--- config.mk ---
export PLATFORM = sky130hd
export DESIGN_NAME = hazard_stall_ctrl
export DESIGN_NICKNAME = d
export VERILOG_FILES = /design/src/rtl/hazard_pkg.sv /design/src/rtl/muldiv_wait_counter.sv /design/src/rtl/hazard_stall_ctrl.sv
export SDC_FILE = /design/constraint.sdc
export NUM_CORES = 1
export LEC_CHECK = 0
export ABC_AREA = 1
export CORE_ASPECT_RATIO = 0.8
export CORE_MARGIN = 8
export CORE_UTILIZATION = 29
export CTS_CLUSTER_DIAMETER = 50
export CTS_CLUSTER_SIZE = 8
export DETAILED_ROUTE_END_ITERATION = 10
export GPL_TIMING_DRIVEN = 0
export PLACE_DENSITY = 0.86
export SYNTH_ARGS = -nofsm -noshare
export SYNTH_HDL_FRONTEND = slang
export SYNTH_SLANG_ARGS = --single-unit
--- constraint.sdc ---
create_clock -name CLK -period 1.4 [get_ports CLK]
set_input_delay 0.28 -clock CLK [delete_from_list [all_inputs] [get_ports CLK]]
set_output_delay 0.28 -clock CLK [all_outputs]
set_load 0.02 [all_outputs]
--- src/rtl/hazard_pkg.sv ---
// rtl/hazard_pkg.sv - shared types and constants for the pipeline stall/flush controller
package hazard_pkg;

  typedef enum logic {
    RUN         = 1'b0,
    MULDIV_WAIT = 1'b1
  } state_t;

  localparam int DEF_MUL_CYCLES = 2;
  localparam int DEF_DIV_CYCLES = 33;

  localparam logic [31:0] NOP_INSTR = 32'h00000013;

  typedef struct packed {
    logic pc_we;
    logic ifid_we;
    logic ifid_flush;
    logic idex_we;
    logic idex_flush;
    logic exmem_bubble;
    logic muldiv_done;
  } ctrl_t;

  localparam ctrl_t CTL_DEFAULT = '{pc_we: 1'b1, ifid_we: 1'b1, ifid_flush: 1'b0, idex_we: 1'b1,
                                    idex_flush: 1'b0, exmem_bubble: 1'b0, muldiv_done: 1'b0};
  localparam ctrl_t CTL_RESET   = '{pc_we: 1'b0, ifid_we: 1'b0, ifid_flush: 1'b1, idex_we: 1'b0,
                                    idex_flush: 1'b1, exmem_bubble: 1'b1, muldiv_done: 1'b0};
  // Upstream frozen while the M-unit occupies EX; EX/MEM receives NOPs.
  localparam ctrl_t CTL_HOLD    = '{pc_we: 1'b0, ifid_we: 1'b0, ifid_flush: 1'b0, idex_we: 1'b0,
                                    idex_flush: 1'b0, exmem_bubble: 1'b1, muldiv_done: 1'b0};

endpackage

--- src/rtl/muldiv_wait_counter.sv ---
// rtl/muldiv_wait_counter.sv - remaining-cycle counter for multi-cycle M-extension ops
module muldiv_wait_counter #(
  parameter int CNT_W = 6
) (
  input  logic             clk,
  input  logic             rst_n,
  input  logic             load,
  input  logic [CNT_W-1:0] load_val,
  input  logic             dec,
  output logic [CNT_W-1:0] cnt,
  output logic             zero
);

  always_ff @(posedge clk or negedge rst_n) begin
    if (!rst_n) begin
      cnt <= '0;
    end else if (load) begin
      cnt <= load_val;
    end else if (dec && (cnt != '0)) begin
      cnt <= cnt - 1'b1;
    end
  end

  assign zero = (cnt == '0);

endmodule

--- src/rtl/hazard_stall_ctrl.sv ---
// rtl/hazard_stall_ctrl.sv - merges load-use, redirect and MUL/DIV stalls into stage enables/flushes
// Optional HAZARD_PERF_CNT_EN adds three saturating 32-bit performance counters.
module hazard_stall_ctrl
  import hazard_pkg::*;
#(
  parameter int MUL_CYCLES = DEF_MUL_CYCLES,
  parameter int DIV_CYCLES = DEF_DIV_CYCLES,
  parameter int CNT_W      = $clog2(DIV_CYCLES + 1)
) (
  input  logic        CLK,
  input  logic        RESET,
  input  logic        BUBBLE,
  input  logic        BRANCH_TAKEN,
  input  logic        MULDIV_REQ,
  input  logic        MULDIV_IS_DIV,
  output logic        PC_WRITE_EN,
  output logic        IFID_WRITE_EN,
  output logic        IFID_FLUSH,
  output logic        IDEX_WRITE_EN,
  output logic        IDEX_FLUSH,
  output logic        EXMEM_BUBBLE,
  output logic        MULDIV_DONE,
  output logic [31:0] LOAD_STALL_CNT,
  output logic [31:0] MULDIV_STALL_CNT,
  output logic [31:0] FLUSH_CNT
);

  localparam bit MUL_STALLS = (MUL_CYCLES >= 2);
  localparam bit DIV_STALLS = (DIV_CYCLES >= 2);
  localparam logic [CNT_W-1:0] MUL_LOAD = MUL_STALLS ? CNT_W'(MUL_CYCLES - 2) : '0;
  localparam logic [CNT_W-1:0] DIV_LOAD = DIV_STALLS ? CNT_W'(DIV_CYCLES - 2) : '0;

  state_t           state, state_nxt;
  logic             cnt_load, cnt_dec, cnt_zero;
  logic [CNT_W-1:0] cnt_load_val, cnt;
  logic             req_stalls;
  ctrl_t            ctl;

  assign req_stalls = MULDIV_IS_DIV ? DIV_STALLS : MUL_STALLS;

  muldiv_wait_counter #(.CNT_W(CNT_W)) u_wait_cnt (
    .clk      (CLK),
    .rst_n    (RESET),
    .load     (cnt_load),
    .load_val (cnt_load_val),
    .dec      (cnt_dec),
    .cnt      (cnt),
    .zero     (cnt_zero)
  );

  always_ff @(posedge CLK or negedge RESET) begin
    if (!RESET) begin
      state <= RUN;
    end else begin
      state <= state_nxt;
    end
  end

  always_comb begin
    state_nxt    = state;
    cnt_load     = 1'b0;
    cnt_load_val = '0;
    cnt_dec      = 1'b0;
    case (state)
      RUN: begin
        if (!BRANCH_TAKEN && !BUBBLE && MULDIV_REQ && req_stalls) begin
          state_nxt    = MULDIV_WAIT;
          cnt_load     = 1'b1;
          cnt_load_val = MULDIV_IS_DIV ? DIV_LOAD : MUL_LOAD;
        end
      end
      MULDIV_WAIT: begin
        if (cnt_zero) begin
          state_nxt = RUN;
        end else begin
          cnt_dec = 1'b1;
        end
      end
      default: state_nxt = RUN;
    endcase
  end

  // Redirect beats load-use beats M-op; a single-cycle M-op completes without stalling.
  always_comb begin
    ctl = CTL_DEFAULT;
    if (!RESET) begin
      ctl = CTL_RESET;
    end else begin
      case (state)
        RUN: begin
          if (BRANCH_TAKEN) begin
            ctl.ifid_flush = 1'b1;
            ctl.idex_flush = 1'b1;
          end else if (BUBBLE) begin
            ctl.pc_we      = 1'b0;
            ctl.ifid_we    = 1'b0;
            ctl.idex_flush = 1'b1;
          end else if (MULDIV_REQ) begin
            if (req_stalls) begin
              ctl = CTL_HOLD;
            end else begin
              ctl.muldiv_done = 1'b1;
            end
          end
        end
        MULDIV_WAIT: begin
          if (cnt_zero) begin
            ctl.muldiv_done = 1'b1;
          end else begin
            ctl = CTL_HOLD;
          end
        end
        default: ctl = CTL_DEFAULT;
      endcase
    end
  end

  assign PC_WRITE_EN   = ctl.pc_we;
  assign IFID_WRITE_EN = ctl.ifid_we;
  assign IFID_FLUSH    = ctl.ifid_flush;
  assign IDEX_WRITE_EN = ctl.idex_we;
  assign IDEX_FLUSH    = ctl.idex_flush;
  assign EXMEM_BUBBLE  = ctl.exmem_bubble;
  assign MULDIV_DONE   = ctl.muldiv_done;

`ifdef HAZARD_PERF_CNT_EN
  logic ev_flush, ev_load;
  logic [31:0] load_cnt_q, mstall_cnt_q, flush_cnt_q;

  assign ev_flush = (state == RUN) && BRANCH_TAKEN;
  assign ev_load  = (state == RUN) && !BRANCH_TAKEN && BUBBLE;

  always_ff @(posedge CLK or negedge RESET) begin
    if (!RESET) begin
      load_cnt_q   <= '0;
      mstall_cnt_q <= '0;
      flush_cnt_q  <= '0;
    end else begin
      if (ev_load && (load_cnt_q != '1))             load_cnt_q   <= load_cnt_q + 1'b1;
      if (ctl.exmem_bubble && (mstall_cnt_q != '1))  mstall_cnt_q <= mstall_cnt_q + 1'b1;
      if (ev_flush && (flush_cnt_q != '1))           flush_cnt_q  <= flush_cnt_q + 1'b1;
    end
  end

  assign LOAD_STALL_CNT   = load_cnt_q;
  assign MULDIV_STALL_CNT = mstall_cnt_q;
  assign FLUSH_CNT        = flush_cnt_q;
`else
  assign LOAD_STALL_CNT   = '0;
  assign MULDIV_STALL_CNT = '0;
  assign FLUSH_CNT        = '0;
`endif

endmodule
After elaboration in Yosys (flattened, before gate mapping)
Cells that the tools add are included.
- flip-flop bits (word level): 7
- logic and storage cells: 36
- output and inout bits: 103
- add/sub/neg operators: 1
- bitwise operators: 1
- muxes and demuxes: 24
- reductions and logical operators: 8
- operators with widths (kind ; number):
    6-bit 2-to-1 mux ; 3
    5-bit 2-to-1 mux ; 3
    7-bit 2-to-1 mux ; 2
    7-bit one-hot mux with 2 select lines ; 1
    2-bit 2-to-1 mux ; 5
    1-bit 2-to-1 mux ; 9
    6-bit zero test ; 1
    6-bit nonzero test ; 1
    6-bit by 1-bit subtractor with 6-bit output (second input constant) ; 1
    1-bit logical AND ; 3
    1-bit zero test ; 2
    1-bit one-hot mux with 2 select lines ; 1
    2-bit nonzero test ; 1
    1-bit inverter ; 1

Logic depth before layout (Yosys ltp)
Gate-level depths: netlist of the first run.
- word-level depth: 6
- mapped depth: 8
- depth with buffers taken out: 8

Modules after synthesis
A second synthesis of the first run with hierarchy kept.
- cells, all modules: 182
- area, all modules: 1317.5 um^2
- modules (own cells, without submodules) (module ; cells an instance ; seq. area each (um^2) ; area an instance (um^2) ; times used):
    hazard_stall_ctrl ; 127 ; 25.0 ; 892.1 ; 1
    muldiv_wait_counter ; 55 ; 150.1 ; 425.4 ; 1

Worst setup path after synthesis of the first run
Ideal clock, no wire load.
- kind: register -> output
- start: register u_wait_cnt.cnt[0]
- end: output PC_WRITE_EN
- path buffers: 1
- setup slack: -256 ps
- stages on the path, launching flop included: 7
- arrival time: 1376 ps
- cell sequence: dfrtp_1 inv_1 ha_1 nand3_2 nand2_4 and3_1 buf_4
- cells in the longest elaborated chain, start to end: 4
- ends and longest elaborated chain (item ; RTL line ; text):
    start: declaration ; muldiv_wait_counter.sv:10 ; output logic [CNT_W-1:0] cnt,
    start signal: assignment ; muldiv_wait_counter.sv:18 ; cnt <= load_val;
    start signal: assignment ; muldiv_wait_counter.sv:20 ; cnt <= cnt - 1'b1;
    6-bit zero test ; muldiv_wait_counter.sv:24 ; assign zero = (cnt == '0);
    6-bit 2-to-1 mux ; hazard_stall_ctrl.sv:107 ; if (cnt_zero) begin
    7-bit one-hot mux with 2 select lines ; hazard_stall_ctrl.sv:89 ; case (state)
    7-bit 2-to-1 mux ; hazard_stall_ctrl.sv:86 ; if (!RESET) begin
    end: declaration ; hazard_stall_ctrl.sv:16 ; output logic PC_WRITE_EN,
Every way passes these cells.

Final worst setup path of the first run
Ends and elaborated chain as after synthesis.

==> results of run 1 <==
final cells by class:
| type | count | share of cell area (%) |
|---|---|---|
| Tap cell | 57 | 3.48 |
| Inverter | 12 | 2.32 |
| Sequential cell | 7 | 8.74 |
| Buffer | 97 | 35.7 |
| Timing Repair Buffer | 26 | 10.8 |
| Multi-Input combinational cell | 151 | 36.8 |
| Clock buffer | 4 | 2.20 |
placed cells by master, fill, tap and decap left out, types with 2 or more instances in the layout:
master,count
nand2_2,2
nand3_1,8
buf_2,2
nand3_4,2
clkdlybuf4s50_1,3
nand4_1,3
ha_4,2
nor2_1,4
clkbuf_8,3
buf_4,110
inv_1,9
buf_6,6
inv_2,2
o21ai_2,3
conb_1,96
nand2_1,19
nor2_4,5
dfrtp_1,4
dfrtp_2,3
state kept, by name, indices dropped and copies added, names as in the netlist:
register and flops:
u_wait_cnt.cnt 6, state 1
per-stage QoR:
stage	hold slack, ns	worst slack, ns	total power, uW	instances
floorplan	-0.0156	-0.0656	1680	267
global placement	0.549	-0.961	1900	336
detailed placement	0.552	-0.980	1960	336
CTS	0.546	-0.289	2490	349
global route	0.579	-0.358	2950	354
finish	0.559	-0.310	2730	354
worst min-delay path by stage:
stage | start | endpoint | slack, ns | cells after the start
floorplan | RESET | state | -0.02 | 0
global placement | u_wait_cnt.cnt[5] | u_wait_cnt.cnt[5] | 0.55 | 2
detailed placement | u_wait_cnt.cnt[5] | u_wait_cnt.cnt[5] | 0.55 | 2
CTS | RESET | u_wait_cnt.cnt[0] | 0.55 | 2
global route | RESET | u_wait_cnt.cnt[5] | 0.58 | 2
finish | RESET | u_wait_cnt.cnt[1] | 0.56 | 2
metal layers:
metal	vias to the layer above	wire, um	track usage, %
li1	592	-	-
met1	476	1110	7.69
met2	55	1990	19.5
met3	9	304	3.74
met4	0	104	5.88
met5	-	0	0
critical path, stage by stage (launching register included):
cell and delay [ns]:
dfrtp_1 0.40, inv_4 0.08, ha_4 0.14, nand3_4 0.09
nand2_4 0.12, and3_4 0.19, buf_6 0.09, buf_6 0.10
power by group through the flow:
| stage | clock network (uW) | logic (uW) | registers, uW |
|---|---|---|---|
| global placement | 0 | 1490 | 411 |
| CTS | 296 | 1760 | 432 |
| global route | 320 | 2170 | 460 |
| finish | 301 | 1980 | 445 |
| detailed placement | 0 | 1540 | 417 |
| floorplan | 0 | 1280 | 394 |
cells by family (layout without fill, tap and decap cells):
| logic type | Yosys count | after routing | share of synthesized area, % |
|---|---|---|---|
| simple gates | 46 | 46 | 19.8 |
| flops | 7 | 7 | 13.7 |
| fa+ha+maj | 2 | 2 | 1.95 |
| compound gates | 7 | 7 | 4.00 |
| buf+inv | 109 | 139 | 60.3 |
| other cells | 1 | 96 | 0.292 |
repair_timing:
item                                    CTS  global route
setup buffers                             8             8
endpoints found under the hold margin     7             0
endpoints found under the setup margin    7            12
resized for setup                        49             9
pin swaps                                 5             7
hold buffers                              1             0
==> metrics.md, run 1 <==
| Metric | Value |
|---|---|
| Synth Instances | `about 170` |
| Post-route ant nets | `0` |
| Failing checks | `negative setup slack` |
| Lkg Pwr | `0.00129 uW` |
| Detailed Routing Iterations Pass 1 | `4` |
| Status | `finished with violations` |
| Syn. warnings | `0` |
| Initial antenna violation count | `0` |
| Max clock buf depth | `2` |
| Routed length per instance | `between 9 and 10 um` |
| Die Area | `6820 um2` |
| Input/output buffers | `12` |
| Max_cap viols | `0` |
| Number of H-tree levels | `1` |
| RSZ-0062 raised after global routing | `yes` |
| Synthesized cell area | `roughly 1300 um2` |
| CTS tree | `yes` |
| Vias per cell | `approximately 3.2` |
| Layout Nets | `between 300 and 400` |
| Distinct cells, synth | `22` |
| Worst setup startpoint | `u_wait_cnt.cnt[0]` |
| Routed WL | `between 3 and 4 mm` |
| Post-synth EDFFs | `0` |
| CP Launch Type | `flop` |
| P_int | `1410 uW` |
| Kind of critical path | `reg -> out` |
| Critical Path AT | `between 1 and 1.5 ns` |
| Starting Density | `about 30%` |
| Gate power share | `72.7%` |
| Largest net degree at the start of global routing | `10` |
| CTS buffer count | `3` |
| RR Endpoint | `u_wait_cnt.cnt[5]` |
| Clock Latency Late Sink | `around 0.23 ns` |
| CTS sink count | `7` |
| DRC violations left | `0` |
| Clock network power share | `11.0%` |
| N_diodes | `0` |
| Dpl cell area | `~1900 um2` |
| Fin util | `between 40% and 50%` |
| Final hold violations | `0` |
| Die Wd | `roughly 90 um` |
| PnR worst setup slack | `-0.310 ns` |
| Worst Path Max Fanout | `3` |
| Yosys top cell area share | `a little under three fifths` |
| First-pass GRT wire length | `5.24 mm` |
| First DRT Iteration DRCs | `63` |
| Most common cell in the synthesized netlist | `buf_4` |
| Synth Flop Type | `dfrtp_1` |
| Core area | `4230 um2` |
| Total GRT Usage | `9.49%` |
| Clk pin slew, worst setup/hold paths | `about 0.04 ns` |
| Sequential share of the synthesized area | `a little over an eighth` |
| Routability cong. | `between 0.7 and 0.8` |
| Reg-to-Reg Start | `u_wait_cnt.cnt[0]` |
| IO Count | `between 100 and 150` |
| Synthesized area per cell | `7.46 um2` |
| Async SR Flop Fraction | `100%` |
| HPWL Detailed | `2.78 mm` |
| DR vias | `1,132` |
| Row count | `21` |
| Reg-to-reg slack, setup | `approximately 0.080 ns` |
| Grt total ovfl | `0` |
| Switch share | `48.4%` |
| Max Clock Skew | `0.00209 ns` |
| Pwr/cell area | `1330 nW/um2` |
| Setup crit end kind | `output pin` |
| Fillers | `roughly 400` |
| Top post-synthesis cells by area | `buf_4 57%, dfrtp_1 14%, nand2_1 6.1%` |
| Critical Path RT | `between 1 and 1.5 ns` |
| Max Slew Vio Count | `0` |
| Layout cells sized above 1 | `between 40% and 50%` |
| Reg area | `about 180 um2` |
| Setup crit end | `PC_WRITE_EN` |
| Area of the multi-input gates | `~750 um2` |
| Peak VDD IR | `517 uV` |
| Flops & latches, synth | `7` |
| Clk Tree Root Cell | `clkbuf_8` |
| Max Freq | `585 MHz` |
| Vias in the first global route | `around 1,100` |
| Commonest cells post-synth | `97 x buf_4, 21 x nand2_1, 11 x inv_1, 8 x nand3_1, 7 x dfrtp_1` |
| Final min period | `approximately 1.7 ns` |
| Hold Crit Class | `in -> async` |
| Worst r2r path cells | `9` |
| Final setup viols | `6` |
| Die H | `75.5 um` |
| Final worst-path cycle share | `122%` |
| Cell taking the most area after synthesis | `buf_4` |
| Final instance area | `just over 2000 um2` |
| Switching power | `about 1300 uW` |
| Flop pwr share | `16.3%` |
| Setup TNS | `-1.43 ns` |
| Area grow syn2layout | `59.7%` |
No activity file was read; power rests on OpenSTA's default activity.
==> inputs of run 2 (changes only) <==
Settings changed: MAX_ROUTING_LAYER set to met4.
==> run 2 against run 1 <==
  * The flow still finishes with violations (negative setup slack)
  * Die area unchanged
  * First-iteration DRC count is the same
  * Total power barely moved
  * Sequential power hardly changed
  * Sequential share of layout area unchanged
  * Register-to-register slack about the same
  * Highest routed layer unchanged
  * Clock-buffer cell count did not move
  * Critical path type unchanged
  * Clock power barely moved
==> metrics.md, run 2 (same netlist as run 1, synthesis figures left out) <==
| Metric | Value |
|---|---|
| Total GRT Usage | `9.77%` |
| Setup crit end kind | `output pin` |
| Input/output buffers | `12` |
| CP Launch Type | `flop` |
| CTS tree | `yes` |
| Routed length per instance | `between 9 and 10 um` |
| DRC violations left | `0` |
| Layout Nets | `slightly above 300` |
| Most frequent CP cell | `buf_6` |
| Lkg Pwr | `approximately 0.0013 uW` |
| Detailed Routing Iterations Pass 1 | `4` |
| Worst setup startpoint | `u_wait_cnt.cnt[0]` |
| Non-Filler Instances | `between 300 and 400` |
| Initial antenna violation count | `0` |
| Row count | `21` |
| RR Endpoint | `u_wait_cnt.cnt[5]` |
| Vias per cell | `~3.2` |
| Max Clock Skew | `between 0.002 and 0.0025 ns` |
| Clk Tree Root Cell | `clkbuf_8` |
| Clock Latency Late Sink | `0.23 ns` |
| CTS sink count | `7` |
| Max Freq | `between 500 and 600 MHz` |
| Worst Path Max Fanout | `3` |
| Final setup viols | `6` |
| DR vias | `~1,100` |
| Critical Path RT | `around 1.1 ns` |
| WP depth | `7` |
| Critical Path Max Stage Delay | `around 0.40 ns` |
| CTS buffer count | `3` |
| Status | `finished with violations` |
| First DRT Iteration DRCs | `63` |
| Slowest cell on crit path | `dfrtp_1` |
| Routed wl met3 | `252 um` |
| Reg-to-Reg Start | `u_wait_cnt.cnt[0]` |
| Hold Crit Class | `in -> async` |
| Die Wd | `roughly 90 um` |
| WL met1 | `roughly 1.2 mm` |
| Most frequent cells in the layout | `110 x buf_4, 96 x conb_1, 19 x nand2_1` |
| Reg-to-reg slack, setup | `~0.08 ns` |
| Pwr/cell area | `1330 nW/um2` |
| Final hold violations | `0` |
| Worst path bufs/invs | `3` |
| Core area | `about 4200 um2` |
| Area grow syn2layout | `59.7%` |
| Max_cap viols | `0` |
| Vias in the first global route | `approximately 1,100` |
| Largest net degree at the start of global routing | `10` |
| Starting Density | `slightly above 30%` |
| Max clock buf depth | `2` |
| IO Count | `109` |
| Fillers | `~400` |
| Largest register by flop count | `u_wait_cnt.cnt` |
| RSZ-0062 raised after global routing | `yes` |
| Worst r2r path cells | `9` |
| Kind of critical path | `reg -> out` |
| HPWL Detailed | `roughly 2.8 mm` |
| Clk pin slew, worst setup/hold paths | `roughly 0.040 ns` |
| Final worst-path cycle share | `122%` |
| Met2 routed WL | `1.99 mm` |
| Fin util | `between 40% and 50%` |
| Grt total ovfl | `0` |
| Commonest non-fill, non-tap cell in the layout | `buf_4` |
| First-pass GRT wire length | `~5.2 mm` |
| Peak VDD IR | `517 uV` |
| CP cell instances | `inv_4, ha_4, nand3_4, nand2_4, and3_4, buf_6, buf_6` |
| N_diodes | `0` |
| Cell family with most CP delay | `flip-flops` |
| Critical Path AT | `between 1 and 1.5 ns` |
| Routability cong. | `0.754` |
| DR top layer | `met4` |
| Layout cells sized above 1 | `48.5%` |
| Die Area | `a little under 7000 um2` |
| Dpl cells | `approximately 340` |
| Tot Pwr | `about 2700 uW` |
| Number of H-tree levels | `1` |
| Post-route ant nets | `0` |
| Max Slew Vio Count | `0` |
| Routed WL | `3.51 mm` |
| Largest regs | `u_wait_cnt.cnt x6, state x1` |
| Die H | `between 70 and 80 um` |
| Max reg flops | `6` |
| Setup crit end | `PC_WRITE_EN` |
| Final min period | `1.71 ns` |
| Failing checks | `negative setup slack` |
| PnR worst setup slack | `-0.310 ns` |
-- run 2: cell counts in the layout (fill, tap and decap cells not counted) --
No cell type changed its count.
-- run 2: final cells by class --
type	instances	area (um2)	share of cell area, %
tap	57	71.3	3.48
multi-input combinational	151	753	36.8
inverter	12	47.5	2.32
sequential	7	179	8.74
timing repair buffer	26	220	10.8
buffer	97	732	35.7
clock buffer	4	45.0	2.20
-- run 2: how the worst min path moves through the flow --
stage / from / endpoint / depth (start not counted)
floorplan: RESET / state / 0
global placement: u_wait_cnt.cnt[5] / u_wait_cnt.cnt[5] / 2
detailed placement: u_wait_cnt.cnt[5] / u_wait_cnt.cnt[5] / 2
CTS: RESET / u_wait_cnt.cnt[0] / 2
global route: RESET / u_wait_cnt.cnt[5] / 2
finish: RESET / u_wait_cnt.cnt[1] / 2
-- run 2: worst reg2reg max path, cell delays in order, from the launching register on --
cell and delay, ns:
dfrtp_1 0.40, inv_4 0.08, ha_4 0.14, nand3_4 0.09, nand2_4 0.12, buf_4 0.12
buf_4 0.11, inv_1 0.04, nand4_1 0.06, nand2_1 0.05
-- run 2: where the power goes --
part	switching, uW	internal (uW)
sequential	133	312
combinational	1090	899
clock	103	198
-- run 2: timing repair --
item                                    in CTS  in global routing
hold buffers                                 1                  0
pin swaps                                    5                  7
buffers inserted                             8                  8
gates resized for setup                     49                  9
hold endpoints to repair                     7                  0
endpoints found under the setup margin       7                 12
-- run 2: routing by layer --
layer	vias to the layer above	GRT usage, %
met5	-	-
met4	0	5.88
met3	9	3.15
met2	55	19.5
met1	474	8.03
li1	592	-
-- run 2: through the flow --
step	setup WS (ns)	hold WS [ns]	setup TNS (ns)	area, um2
4_1_cts	-0.289	0.546	-1.28	1980
5_1_grt	-0.358	0.579	-1.73	2050
3_5_place_dp	-0.980	0.552	-6.51	1860
6_report	-0.310	0.559	-1.43	2050
3_3_place_gp	-0.961	0.549	-6.14	1860
2_1_floorplan	-0.0656	-0.0156	-0.108	1670
==> inputs of run 3 (changes only) <==
Settings changed: CORE_MARGIN 8 to not set.
==> run 3 against run 2 <==
  * Clock power decreased by 4%
  * Design area increased by 0.18%
  * The flow still finishes with violations (negative setup slack)
  * Sequential power increased by 1%
  * Largest power group unchanged
  * Critical path type unchanged
  * Flip-flop and latch count unchanged
==> metrics.md, run 3 (same netlist as run 1, synthesis figures left out) <==
| Metric | Value |
|---|---|
| Switching power | `~1300 uW` |
| First-pass GRT wire length | `around 3.8 mm` |
| RR Endpoint | `u_wait_cnt.cnt[3]` |
| Reg-to-Reg Start | `u_wait_cnt.cnt[1]` |
| Starting Density | `30.5%` |
| Reg-to-reg slack, setup | `-0.01 ns` |
| Clock network power share | `10.4%` |
| Layout cells sized above 1 | `48.8%` |
| Failing checks | `negative setup slack` |
| Clk Tree Root Cell | `clkbuf_8` |
| Lkg Pwr | `0.00129 uW` |
| Worst r2r path cells | `8` |
| Pre-CTS WS | `-0.991 ns` |
| Clk pin slew, worst setup/hold paths | `about 0.04 ns` |
| Core area | `4200 um2` |
| Largest register by flop count | `u_wait_cnt.cnt` |
| Die H | `around 61 um` |
| Final min period | `1.68 ns` |
| Routability cong. | `approximately 0.8` |
| Max clock buf depth | `2` |
| Area of the multi-input gates | `741 um2` |
| Critical Path Max Stage Delay | `slightly below 0.4 ns` |
| Routed length per instance | `between 7 and 8 um` |
| Vias per cell | `roughly 3.1` |
| Status | `finished with violations` |
| Reg area | `~180 um2` |
| Final worst-path cycle share | `120%` |
| Final setup viols | `8` |
| RSZ-0062 raised after global routing | `yes` |
| Vias in the first global route | `slightly below 900` |
| Grt total ovfl | `0` |
| Worst hold slack | `about 0.57 ns` |
| First DRT Iteration DRCs | `22` |
| Die Wd | `between 70 and 80 um` |
| Pwr/cell area | `roughly 1300 nW/um2` |
| Max Freq | `between 500 and 600 MHz` |
| Critical Path RT | `between 1 and 1.5 ns` |
| CTS tree | `yes` |
| Largest regs | `u_wait_cnt.cnt x6, state x1` |
| Dpl cells | `336` |
| Peak VDD IR | `~570 uV` |
| Most frequent CP cell | `buf_6` |
| IO Count | `~110` |
| Initial antenna violation count | `0` |
| Final hold violations | `0` |
| Gate power share | `between 70% and 80%` |
| Total GRT Usage | `a little over a tenth` |
| DRC violations left | `0` |
| Commonest non-fill, non-tap cell in the layout | `buf_4` |
| Max Slew Vio Count | `0` |
| Number of H-tree levels | `1` |
| DR vias | `1,115` |
| PnR worst setup slack | `-0.279 ns` |
| Fin util | `between 40% and 50%` |
| Switch share | `47.3%` |
| CP Launch Type | `flop` |
| Clock Latency Late Sink | `about 0.23 ns` |
| Max_cap viols | `0` |
| Routed WL | `roughly 2.8 mm` |
| HPWL Detailed | `2.01 mm` |
| Kind of critical path | `reg -> out` |
| Max Clock Skew | `0.00733 ns` |
| N_diodes | `0` |
| Post-route ant nets | `0` |
| Most frequent cells in the layout | `112 x buf_4, 96 x conb_1, 20 x nand2_1` |
| Row count | `21` |
| Critical Path AT | `approximately 1.4 ns` |
| Largest net degree at the start of global routing | `10` |
| CP cell instances | `inv_2, ha_4, nand3_4, nand2_4, and3_4, buf_6, buf_6` |
| Setup crit end kind | `output pin` |
| CTS buffer count | `3` |
| Max reg flops | `6` |
| Hold Crit Class | `in -> async` |
| Slowest cell on crit path | `dfrtp_1` |
| Detailed Routing Iterations Pass 1 | `4` |
| Layout Nets | `between 300 and 400` |
| Flop pwr share | `~16%` |
| P_int | `~1500 uW` |
| Worst Path Max Fanout | `3` |
| Die Area | `4690 um2` |
| Fillers | `around 420` |
| CTS sink count | `7` |
| Non-Filler Instances | `~360` |
| Input/output buffers | `12` |
| Area grow syn2layout | `60.0%` |
[run 3: area by class of cell]
cell class	count	share of cell area (%)
multi-input combinational	151	36.1
buffer	97	35.7
timing repair buffer	28	11.5
sequential	7	8.78
tap	57	3.48
inverter	12	2.32
clock buffer	4	2.20
[run 3: worst max path at each step]
stage                            startpoint     endpoint  slack, ns  cells past startpoint
after floorplan           u_wait_cnt.cnt[0]  PC_WRITE_EN      -0.07                      6
after global placement                RESET   IDEX_FLUSH      -0.97                      5
after detailed placement              RESET   IDEX_FLUSH      -0.99                      5
after CTS                 u_wait_cnt.cnt[0]  PC_WRITE_EN      -0.27                      7
after global routing      u_wait_cnt.cnt[1]  PC_WRITE_EN      -0.32                      7
final                     u_wait_cnt.cnt[1]  PC_WRITE_EN      -0.28                      7
[run 3: power groups by stage]
stage	combinational [uW]	clock (uW)	sequential (uW)
2_1_floorplan	1280	0	394
3_3_place_gp	1490	0	412
3_5_place_dp	1540	0	416
4_1_cts	1760	293	428
5_1_grt	2180	318	466
6_report	2020	288	451
[run 3: critical path, delay by kind of cell (launching register included)]
family / cells / cell delay (ns)
adders and majority gates: 1 / 0.14
buffers and inverters: 3 / 0.27
DFF: 1 / 0.39
and+or+nand+nor: 3 / 0.39
[run 3: stage by stage]
| stage | TNS [ns] | total power, uW | cell area (um2) |
|---|---|---|---|
| 2_1_floorplan | -0.108 | 1680 | 1670 |
| 3_3_place_gp | -6.18 | 1900 | 1860 |
| 3_5_place_dp | -6.46 | 1950 | 1860 |
| 4_1_cts | -0.989 | 2480 | 1980 |
| 5_1_grt | -1.69 | 2960 | 2050 |
| 6_report | -1.22 | 2760 | 2050 |
[run 3: per-layer routing]
layer	share of wire (%)	track usage (%)	vias to the layer above
met2	56	20.3	61
li1	-	-	597
met5	0	-	-
met1	34	10.7	451
met4	2.3	6.32	0
met3	7.8	2.67	6
[run 3: what timing repair did]
item | 4_1_cts | 5_1_grt
hold endpoints to repair | 7 | 0
resized for setup | 46 | 12
buffers inserted | 10 | 5
setup endpoints to repair | 7 | 8
pin swaps | 5 | 3
hold buffers | 1 | 0
==> edit, RTL diff (config.mk and constraints of run 2) <==
The package constant `DEF_DIV_CYCLES` goes from 33 to 66.
--- a/src/rtl/hazard_pkg.sv
+++ b/src/rtl/hazard_pkg.sv
@@ -8,5 +8,5 @@
 
   localparam int DEF_MUL_CYCLES = 2;
-  localparam int DEF_DIV_CYCLES = 33;
+  localparam int DEF_DIV_CYCLES = 66;
 
   localparam logic [31:0] NOP_INSTR = 32'h00000013;
Formal check against the unedited RTL: same outputs for any inputs over 10 cycles, from zero or initial values and one cycle with RESET low; that may be too few to reach the edited logic, so the function may still have changed.
==> edit against run 2 <==
- the run still ends with negative setup slack left
- final area decreased by 1.2%
- count of clock-buffer cells in the layout fell by 1
- wire length decreased by 0.74%
- setup slack improved by 0.020 ns
- area after synthesis shrank 1.5%
- via count down 0.62%
- die area is 1.2% lower
- sequential cell count up 1
- largest cell class unchanged
- clock skew up 0.0024 ns
Power is not compared: it rests on default switching activity, and its combinational part moved more than twofold at a synthesized area within 25%.
==> edit: results (changes against run 2) <==
status=finished with violations; failing checks=negative setup slack; reg2reg path depth=8 (-1); met3 Use GR=0.0448 (+0.0133); nets=307 (+0.33%); vias=1,123 (-0.62%); WL per Instance=9.81 um (-1.0%); DP HPWL=2900 um (+4.3%); Final Setup Violations=6 (unchanged); Synth Area in XOR/XNOR=0.00693 (+0.00693); RR Startpoint=u_wait_cnt.cnt[0]; Synth Area in Adders=0.00990 (-0.00961); setup tns final=-1.39 ns (+0.0487 ns); final worst slack=-0.291 ns (+0.0195 ns); biggest regs=u_wait_cnt.cnt x7, state x1; sequential area share after synthesis=0.158 (+0.0218); first-pass GRT wire length=5000 um (-4.4%); reg2reg setup slack=0.08 ns (about the same); fillers=396 (-2.0%); Synth cell types=17 (-23%); metal3 WL=327 um (+30%); DRT met1 WL=1080 um (-7.4%); GR Layer Usage met1=0.0789 (-0.00144); met2 Resource Use GR=0.191 (-0.00407); share of cells above drive strength 1=0.470 (-0.0150); maximum number of pins on one net before global-route repair=13 (+3); Critical R2R Capture=u_wait_cnt.cnt[0]; initial DRC count=46 (-27%); vias in the first global route=1,011 (-10%); WL met2=2030 um (+2.1%); hold slack=0.0356 ns (-0.523 ns); pre-CTS setup slack=-1.08 ns (-0.101 ns); Total Routing Usage GR=0.0952 (-0.00252); Synth Flop Type=dfrtp_1; crit path DAT=1.41 ns (-0.02 ns); final cell count without fillers=355 (+0.28%); top cells by count, synth=buf_4 (97), nand2_1 (20), nand3_1 (15)
-- edit: worst max-delay path by stage --
stage	cells after the start	from	slack [ns]	end
floorplan	7	u_wait_cnt.cnt[0]	-0.19	PC_WRITE_EN
CTS	8	u_wait_cnt.cnt[0]	-0.33	PC_WRITE_EN
global placement	5	RESET	-1.05	PC_WRITE_EN
finish	8	u_wait_cnt.cnt[0]	-0.29	PC_WRITE_EN
global route	7	u_wait_cnt.cnt[5]	-0.34	PC_WRITE_EN
detailed placement	5	RESET	-1.08	PC_WRITE_EN
-- edit: per-stage QoR --
step | instance area [um2] | utilization
after global routing | 2020 | 0.484
after global placement | 1860 | 0.445
after CTS | 1970 | 0.471
after detailed placement | 1860 | 0.445
final | 2020 | 0.484
after floorplan | 1670 | -
-- edit: where the power goes --
part	leakage, nW	internal (mW)	total (mW)	switching, mW
logic	1.18	0.193	0.489	0.295
clock network	0.0216	0.187	0.287	0.100
registers	0.0953	0.232	0.232	0
total	1.30	0.613	1.01	0.396
-- edit: cell type report --
| class | instances | share of cell area |
|---|---|---|
| well taps | 57 | 0.0353 |
| clock buffers | 3 | 0.0204 |
| inverters | 13 | 0.0266 |
| repair buffers | 24 | 0.0989 |
| plain buffers | 98 | 0.367 |
| flip-flops and latches | 8 | 0.100 |
| multi-input cells | 152 | 0.351 |
-- edit: worst max-delay path, delay by kind of cell, from the launching register on --
family	cells	cell delay (ns)
fa+ha+maj	1	0.16
buf+inv	3	0.30
flops	1	0.39
simple gates	4	0.33
-- edit: timing repair --
item                                    4_1_cts  5_1_grt
cloned                                        0        0
pin swaps                                     7        3
gates resized for setup                      49        6
endpoints found under the setup margin        7        8
setup buffers                                 7        5
